==> src/rtl/reg_file_read.sv <==
// Register file with a two-operand registered read port, single write port and a
// sequential clear engine. Define REG_FILE_BYPASS_EN to forward same-cycle write data to reads.
module reg_file_read #(
    parameter int DATA_W = 8,
    parameter int NREG   = 8,
    parameter int AW     = 3
) (
    input  logic              CLK,
    input  logic              RST,
    input  logic              WE,
    input  logic [AW-1:0]     WADDR,
    input  logic [DATA_W-1:0] WDATA,
    input  logic              RD_REQ,
    input  logic [AW-1:0]     RADDR1,
    input  logic [AW-1:0]     RADDR2,
    output logic              RD_READY,
    output logic              RD_VALID,
    output logic [DATA_W-1:0] R1_out,
    output logic [DATA_W-1:0] R2_out,
    input  logic              CLR_REQ,
    output logic              BUSY
);

    typedef enum logic [0:0] {
        IDLE  = 1'b0,
        CLEAR = 1'b1
    } state_t;

    state_t            state_r;
    state_t            state_s;
    logic [AW-1:0]     ptr_r;
    logic [AW-1:0]     ptr_s;
    logic [DATA_W-1:0] regs_r [NREG];
    logic              rd_fire_s;
    logic              wr_en_s;
    logic [DATA_W-1:0] rdata1_s;
    logic [DATA_W-1:0] rdata2_s;
    logic              rd_valid_r;
    logic [DATA_W-1:0] r1_r;
    logic [DATA_W-1:0] r2_r;

    // Next-state and clear-pointer logic; CLR_REQ only matters in IDLE so a clear never restarts.
    always_comb begin
        state_s = state_r;
        ptr_s   = ptr_r;
        case (state_r)
            IDLE: begin
                if (CLR_REQ) begin
                    state_s = CLEAR;
                    ptr_s   = {AW{1'b0}};
                end else begin
                    state_s = IDLE;
                    ptr_s   = ptr_r;
                end
            end
            CLEAR: begin
                ptr_s = ptr_r + AW'(1'b1);
                if (ptr_r == AW'(NREG - 1)) begin
                    state_s = IDLE;
                end else begin
                    state_s = CLEAR;
                end
            end
            default: begin
                state_s = IDLE;
                ptr_s   = {AW{1'b0}};
            end
        endcase
    end

    // State and pointer registers.
    always_ff @(posedge CLK) begin
        if (RST) begin
            state_r <= IDLE;
            ptr_r   <= {AW{1'b0}};
        end else begin
            state_r <= state_s;
            ptr_r   <= ptr_s;
        end
    end

    assign rd_fire_s = RD_REQ && (state_r == IDLE);
    assign wr_en_s   = WE && (state_r == IDLE);

    // Operand selection, optionally forwarding the write being committed on this edge.
    always_comb begin
        rdata1_s = regs_r[RADDR1];
        rdata2_s = regs_r[RADDR2];
`ifdef REG_FILE_BYPASS_EN
        if (wr_en_s && (WADDR == RADDR1)) begin
            rdata1_s = WDATA;
        end else begin
            rdata1_s = regs_r[RADDR1];
        end
        if (wr_en_s && (WADDR == RADDR2)) begin
            rdata2_s = WDATA;
        end else begin
            rdata2_s = regs_r[RADDR2];
        end
`else
        rdata1_s = regs_r[RADDR1];
        rdata2_s = regs_r[RADDR2];
`endif
    end

    // Register array: clear target wins over writes, which are only accepted in IDLE.
    always_ff @(posedge CLK) begin
        if (RST) begin
            for (int i = 0; i < NREG; i++) begin
                regs_r[i] <= {DATA_W{1'b0}};
            end
        end else if (state_r == CLEAR) begin
            regs_r[ptr_r] <= {DATA_W{1'b0}};
        end else if (wr_en_s) begin
            regs_r[WADDR] <= WDATA;
        end
    end

    // Read output registers: data holds between completed reads.
    always_ff @(posedge CLK) begin
        if (RST) begin
            rd_valid_r <= 1'b0;
            r1_r       <= {DATA_W{1'b0}};
            r2_r       <= {DATA_W{1'b0}};
        end else if (rd_fire_s) begin
            rd_valid_r <= 1'b1;
            r1_r       <= rdata1_s;
            r2_r       <= rdata2_s;
        end else begin
            rd_valid_r <= 1'b0;
        end
    end

    assign BUSY     = (state_r == CLEAR);
    assign RD_READY = (state_r == IDLE);
    assign RD_VALID = rd_valid_r;
    assign R1_out   = r1_r;
    assign R2_out   = r2_r;

endmodule
==> config.mk <==
export PLATFORM = sky130hd
export DESIGN_NAME = reg_file_read
export DESIGN_NICKNAME = d
export VERILOG_FILES = /design/src/rtl/reg_file_read.sv
export SDC_FILE = /design/constraint.sdc
export NUM_CORES = 1
export LEC_CHECK = 0
export CAP_MARGIN = 10
export CORE_MARGIN = 1.5
export CORE_UTILIZATION = 25
export CTS_CLUSTER_DIAMETER = 60
export DETAILED_ROUTE_END_ITERATION = 10
export GPL_TIMING_DRIVEN = 0
export SYNTH_ARGS = -nofsm -noshare
export SYNTH_HDL_FRONTEND = slang
export SYNTH_SLANG_ARGS = --single-unit
==> constraint.sdc <==
create_clock -name CLK -period 2.8 [get_ports CLK]
set_input_delay 0.28 -clock CLK [delete_from_list [all_inputs] [get_ports CLK]]
set_output_delay 0.28 -clock CLK [all_outputs]
set_load 0.01 [all_outputs]
# After elaboration in Yosys (flattened, before gate mapping)
# Memories as Yosys holds them, arrays and structs flattened. A register that Yosys moved wholly into a read port is not among the register bits.
# Index checks and enable logic that the tools add are counted.
# totals
regBits	5
ramBits	64
inputBits	22
output_inout_bits	19
n_memories	1
# classes
add_sub_neg	1
n_eq_ne	2
muxes	21
n_bitwise	1
n_reduce_logical	4
# mem_list
memory	words	width	rd	rd_ports_with_merged_regs	write_ports	line_no	rtl
regs_r	8	8	2	2	8	33	logic [DATA_W-1:0] regs_r [NREG];
# ops
op	count
$mux W8	2
$reduce_or A8 Y1	2
$mux W1	14
$mux W3	3
$pmux W3 S2	1
$add A3 B1 Y3 const B	1
$eq A3 B3 Y1 const B	1
$logic_and A1 B1 Y1	2
$ne A2 B1 Y1 const B	1
$pmux W1 S2	1
$not A1 Y1	1

# Logic depth before layout (Yosys ltp)
# Gate-level depths: netlist (run 1).
# logic_depth
ltp_word	8
ltp_mapped	6
depth_no_buf	4

# Worst setup path after synthesis (run 1)
# OpenSTA, ideal clock, no wires.
# synth_path
path_kind	flip-flop to flip-flop
start	register state_r, in the netlist BUSY
end	memory regs_r[0][0], enable pin
setup_time_ns	0.375
t_arrival_ns	1.800
t_required_ns	2.425
path_slack_ns	0.625
path_stages_with_launch	5
n_path_buf	0
cell_sequence	dfxtp_1 -> nor3b_4 -> mux2i_1 -> nand2_2 -> o21bai_1
# synth_rtl
element	line_no	rtl
start: declaration	29	state_t state_r;
start signal: assignment	77	state_r <= state_s;
end: declaration	33	

==> reports/summary.md, run 1 <==
* completed — run status
* 0.384 GHz — Fmax achieved
* 5.45 mm — DRT met1 WL
* 38 — number of buffers added on ports
* 2.58 ns — Arr. time, crit path
* 0.00529 mm² — Final Cell Area
* input port to flip-flop — Setup CP Type
* met4 — highest routed layer
* 64 — number of synthesized flops with an enable pin
* clkdlybuf4s50_1 -> nor3b_4 -> mux2i_1 -> nand2_2 -> o21bai_1 — CP cell instances
* 17.9 µm — routed wire length per instance
* 0.197 ns — setup ws final
* 9.26% — layout cells sized above 1
* 134 µm — die span in x
* 0 — global-route congestion overflow total
* 0.34 ns — worst-skew pair later-pin latency
* 0.730 ns — actual transition at the worst max-transition pin
* mux2i_1 — slowest library cell on the worst path
* 390 — gate count after technology mapping
* 0.06 ns — CTS clock-pin slew for the worst setup and hold paths
* 16 — maximum number of pins on one net before global-route repair
* 0 — number of gates given a new drive strength after cts
* 3242 — total via count in the routed design
* 9 — maximum net fanout on the critical path
* 25.8% — effective utilization at floorplan
* 0 — post-route ant nets
* 44.6% — share of the synthesized area in the top cell type
* 0.305 mV — worst voltage drop across the vdd grid
* 22.7% — layout overhead on the synthesized area
* 40.6% — share of power burned in the clock network
* edfxtp_1 — flip-flop cell with the highest count after synthesis
* 5 — iteration count of the initial detailed-routing pass
* 0.943 — GP Congestion
* 9.30 mm — final HPWL from detailed placement
* 4.89 — detailed-route vias per instance
* 11.1 µm² — average size of a mapped cell
* 318 — number of violations reported at the end of detailed-routing iteration 0
* 0.63 ns — crit-path max cell delay
* 414 — syn_nets
* yes — TritonCTS clock tree
* 46.8% — share of total power in sequential cells
* 2.60 ns — final critical path time including I/O delays and setup
* 0 — max-slew violation count
* 9 — CTS buffer count
* 0.00897 ns — Post-Route Skew
* edfxtp_1 — library cell with the largest summed area after synthesis
* 4.85 mm — met2 wirelength from detailed routing
* input port — critical path startpoint category
* 2.78 ns — required time reported for the critical path endpoint
* clkbuf_16 — Root Driver
* 0 — count of synthesis-stage warnings from yosys
* 18.0 mm — first-pass GRT wire length
* 0.00194 µW — Static Leakage
* nor2_1, mux2i_1, edfxtp_1 — most frequent cells after synthesis
* 1.16 mm — met3 WL
* 12.6% — combinational share of power
* flip-flop — kind of end point of the critical path
* 0 ns — Final TNS setup
* 0.00497 mm² — instance area at placement
* 47 — FP Rows
* 0% — Async S/R FF share, synth
* 134 µm — die span in y
* 29 — count of unique library cells instantiated by Yosys
* 54.3% — register area share after synthesis
* 85 — number of register bits inferred by synthesis
* 0.0167 mm² — standard cell core area
* 93.0% — final period utilization
* 11.9 mm — Final Routed Wirelength
* nor2_1 — leading cell type by number of instances after synthesis
* 24.4% — net switching fraction of the power
* 13.5% — total routing usage reported by global routing
* 0.0180 mm² — Die ar.
* 595 mW/mm² — ratio of total power to cell area
* -0.199 ns — pre-CTS setup slack
* 41 — number of primary I/O pins
* 3154 — number of global-route vias before repair
* 3150 µW — Power Total
* 3 — H-tree depth reported by CTS
* 0 — final hold vios
* 0 — setup repair bufs after CTS
* 463 — count of nets after finishing
* 0 — Final setup violation count
* 0 — initial antenna violation count
* 0 — Hold-fix buffers, CTS
* 2380 µW — cell-internal power
* 0 — antenna fix cells
* 51.3% — relative slew slack
* flip-flop to flip-flop — class of the tightest hold or removal check
* 2 — maximum root-to-sink buffer count
* 85 — total number of clock tree sinks
* 0 — number of remaining DRC errors
* 767 µW — Switch Pwr
* 0 — count of maximum capacitance violations
* 0.00431 mm² — cell area after technology mapping
* edfxtp_1, mux2i_1, dfxtp_1 — top area cells in the synthesized netlist
* 31.7% — final core utilization
* no — setup repair after global routing missed its margin
## critical path, delay by kind of cell
kind | cells | cell delay, ns
multiplexers | 1 | 0.63
AO/OA/AOI/OAI | 1 | 0.60
AND/OR/NAND/NOR | 2 | 0.55
buffers and inverters | 1 | 0.51
## layer usage
metal / global-route usage (%) / vias to the layer above
met3: 4.16 / 27
met2: 18.8 / 165
met4: 5.20 / 0
met5: 0 / -
li1: - / 1516
met1: 19.3 / 1534
## power groups by stage
stage / Combinational, µW / Clock [µW] / Sequential, µW
floorplan: 229 / 0 / 1490
global placement: 387 / 0 / 1490
detailed placement: 391 / 0 / 1500
CTS: 393 / 1280 / 1470
global route: 427 / 1340 / 1480
finish: 396 / 1280 / 1470
## cells by family after synthesis
group           synth area share [%]
buf+inv                         2.76
flops                           54.3
compound gates                  9.64
fa+ha+maj                      0.580
simple gates                    16.3
mux                             16.4
## registers in the layout, indices dropped and copies added (netlist names)
name / cells
ptr_r: 3
regs_r: 64
R2_out: 8
BUSY: 1
R1_out: 8
RD_VALID: 1
## cell type report
cell class / count / area, µm²
fillers: 1717 / 11400
flip-flops and latches: 85 / 2340
multi-input cells: 281 / 1850
repair buffers: 38 / 380
well taps: 220 / 275
clock buffers: 9 / 225
plain buffers: 23 / 115
clock inverters: 6 / 93.8
inverters: 1 / 3.75
## through the flow
step / hold slack (ns) / instances
after floorplan: 0.493 / 390
after global placement: 0.490 / 648
after detailed placement: 0.491 / 648
after CTS: 0.499 / 663
after global routing: 0.532 / 663
final: 0.497 / 663
## final timing paths
path / from / to / slack [ns] / cells after the start
setup reg to reg: BUSY / regs_r[0][1] / 0.26 / 4
setup / recovery: WE / regs_r[0][1] / 0.20 / 5
hold / removal: R2_out[0] / R2_out[0] / 0.50 / 2
hold reg to reg: R2_out[0] / R2_out[0] / 0.50 / 2
## layout by cell type (no fill, tap or decap), types with 8 or more instances in the layout
| master | instances |
|---|---|
| nor2_1 | 89 |
| mux2i_1 | 68 |
| edfxtp_1 | 64 |
| clkdlybuf4s50_1 | 38 |
| a22oi_1 | 32 |
| dfxtp_1 | 21 |
| a21oi_1 | 18 |
| nor3_1 | 16 |
| nand2b_1 | 9 |
| or3_1 | 9 |
| clkbuf_16 | 9 |
| buf_2 | 8 |
Note: power is estimated with default switching activity, not from simulation.
==> run 2: changes to the inputs <==
--- a/config.mk
+++ b/config.mk
@@ -6,9 +6,9 @@
 export NUM_CORES = 1
 export LEC_CHECK = 0
 export CAP_MARGIN = 10
-export CORE_MARGIN = 1.5
+export CORE_MARGIN = 3
 export CORE_UTILIZATION = 25
-export CTS_CLUSTER_DIAMETER = 60
+export CTS_BUF_LIST = sky130_fd_sc_hd__clkbuf_2 sky130_fd_sc_hd__clkbuf_4 sky130_fd_sc_hd__clkbuf_8
 export DETAILED_ROUTE_END_ITERATION = 10
 export GPL_TIMING_DRIVEN = 0
 export SYNTH_ARGS = -nofsm -noshare
==> run 2 against run 1 <==
Effect of this change:
- global-route usage decreased by 0.25 points
- cell count increased by 0.15%
- flip-flop and latch count unchanged
- critical path type unchanged
- critical path depth unchanged
- clock power decreased by 34%
- via count increased by 0.43%
- largest power group unchanged
- count of clock-buffer cells in the layout increased by 2
- core utilization decreased by 0.75 points
- fmax decreased by 1.7%
- combinational power increased by 1%
==> reports/summary.md, run 2 (synthesized netlist as in run 1, its figures left out) <==
* completed — run status
* yes — TritonCTS clock tree
* 0.700 ns — actual transition at the worst max-transition pin
* 0.36 ns — worst-skew pair later-pin latency
* 9.23% — layout cells sized above 1
* 0 — initial antenna violation count
* 14 — maximum number of pins on one net before global-route repair
* input port — critical path startpoint category
* 0.0189 mm² — Die ar.
* 2.65 ns — final critical path time including I/O delays and setup
* 4.90 — detailed-route vias per instance
* 0 — final hold vios
* 0.0140 ns — Post-Route Skew
* 64 — Largest register FFs
* 1723 — number of filler cells placed in the layout
* 2.80 ns — required time reported for the critical path endpoint
* 0.378 GHz — Fmax achieved
* 47 — FP Rows
* 52.0% — relative slew slack
* 0 — post-route ant nets
* 94.6% — final period utilization
* 3201 — number of global-route vias before repair
* 526 mW/mm² — ratio of total power to cell area
* 0.08 ns — CTS clock-pin slew for the worst setup and hold paths
* nor2_1, mux2i_1, edfxtp_1 — most frequent cells in the layout
* 0 — number of gates given a new drive strength after cts
* 38 — number of buffers added on ports
* R1_out[0] — hold_sp
* -0.264 ns — pre-CTS setup slack
* 0 — Hold-fix buffers, CTS
* 137 µm — die span in y
* 5 — iteration count of the initial detailed-routing pass
* 0.497 ns — Hold Slack
* 0 — count of maximum capacitance violations
* no — setup repair after global routing missed its margin
* 0.00189 µW — Static Leakage
* 85 — total number of clock tree sinks
* 0.904 — GP Congestion
* 463 — count of nets after finishing
* 0 — Final setup violation count
* BUSY — launch point of the worst reg-to-reg path
* 0.195 mV — worst voltage drop across the vdd grid
* 3256 — total via count in the routed design
* regs_r[1][4] — worst flop-to-flop path endpoint
* 18.2 µm — routed wire length per instance
* 664 — final cell count without fillers
* 0.151 ns — setup ws final
* 422 — number of violations reported at the end of detailed-routing iteration 0
* 2.65 ns — Arr. time, crit path
* regs_r — most flop-heavy register
* 2 — maximum root-to-sink buffer count
* 18.4 mm — first-pass GRT wire length
* 137 µm — die span in x
* 0 — global-route congestion overflow total
* 0.0167 mm² — standard cell core area
* 8 — maximum net fanout on the critical path
* 9.40 mm — final HPWL from detailed placement
* 648 — cell count after placement
* 41 — number of primary I/O pins
* flip-flop to flip-flop — class of the tightest hold or removal check
* 0 ns — Final TNS setup
* 0 — number of remaining DRC errors
* 9 — CTS buffer count
* 0 — setup repair bufs after CTS
* 0.20 ns — slack of the worst reg-to-reg path
* nor2_1 — most common library cell in the layout ignoring fill and taps
* clkbuf_8 — Root Driver
* R1_out[0] — endpoint of the worst hold path
* 3 — H-tree depth reported by CTS
* 19.8% — layout overhead on the synthesized area
* 2 — worst hold stages
* 13.2% — total routing usage reported by global routing
* 4 — number of cells traversed by the worst register-to-register path
* flip-flop — kind of end point of the critical path
* 0 — max-slew violation count
* 12.1 mm — Final Routed Wirelength
* 30.9% — final core utilization
* 25.8% — effective utilization at floorplan
* input port to flip-flop — Setup CP Type
* 0 — antenna fix cells
-- run 2: changes by cell type in the layout (fill, tap and decap cells not counted), sizes merged --
| cell | delta |
|---|---|
| clkbuf | +2 |
| clkinv | +3 |
| bufinv | -1 |
| inv | -3 |
-- run 2: power breakdown --
| group | switching, µW | total (µW) | internal [µW] |
|---|---|---|---|
| Clock | 421 | 847 | 426 |
| Combinational | 229 | 400 | 171 |
| Sequential | 47.5 | 1470 | 1420 |
-- run 2: layout make-up --
type	count	area, µm²	area share [%]
Inverter	1	3.75	0.0727
Tap cell	220	275	5.33
Timing Repair Buffer	38	380	7.37
Sequential cell	85	2340	45.4
Clock buffer	11	139	2.69
Buffer	23	115	2.23
Multi-Input combinational cell	281	1860	36.0
Clock inverter	5	51.3	0.993
-- run 2: how the worst max path moves through the flow --
stage,from,end,slack [ns],cells past startpoint
2_1_floorplan,BUSY,regs_r[0][0],0.63,4
3_3_place_gp,WE,regs_r[4][5],-0.22,5
3_5_place_dp,WE,regs_r[0][1],-0.26,5
4_1_cts,WE,regs_r[0][0],0.12,5
5_1_grt,WE,regs_r[1][3],0.03,5
6_report,WE,regs_r[1][4],0.15,5
-- run 2: metrics by stage --
step	power (µW)	instance area [µm²]
3_3_place_gp	1880	4970
6_report	2720	5160
2_1_floorplan	1710	4310
5_1_grt	2820	5160
3_5_place_dp	1890	4970
4_1_cts	2730	5160
-- run 2: critical path: stages --
cell             delay [ns]
clkdlybuf4s50_1        0.51
nor3b_4                0.33
mux2i_1                0.65
nand2_1                0.24
o21bai_1               0.63
-- run 2: layer usage --
layer	share of wire [%]	up-vias	track usage, %
met5	0	-	0
met3	8.8	19	3.83
met2	42	149	19.3
met4	1.8	0	3.60
met1	47	1574	19.0
li1	-	1514	-
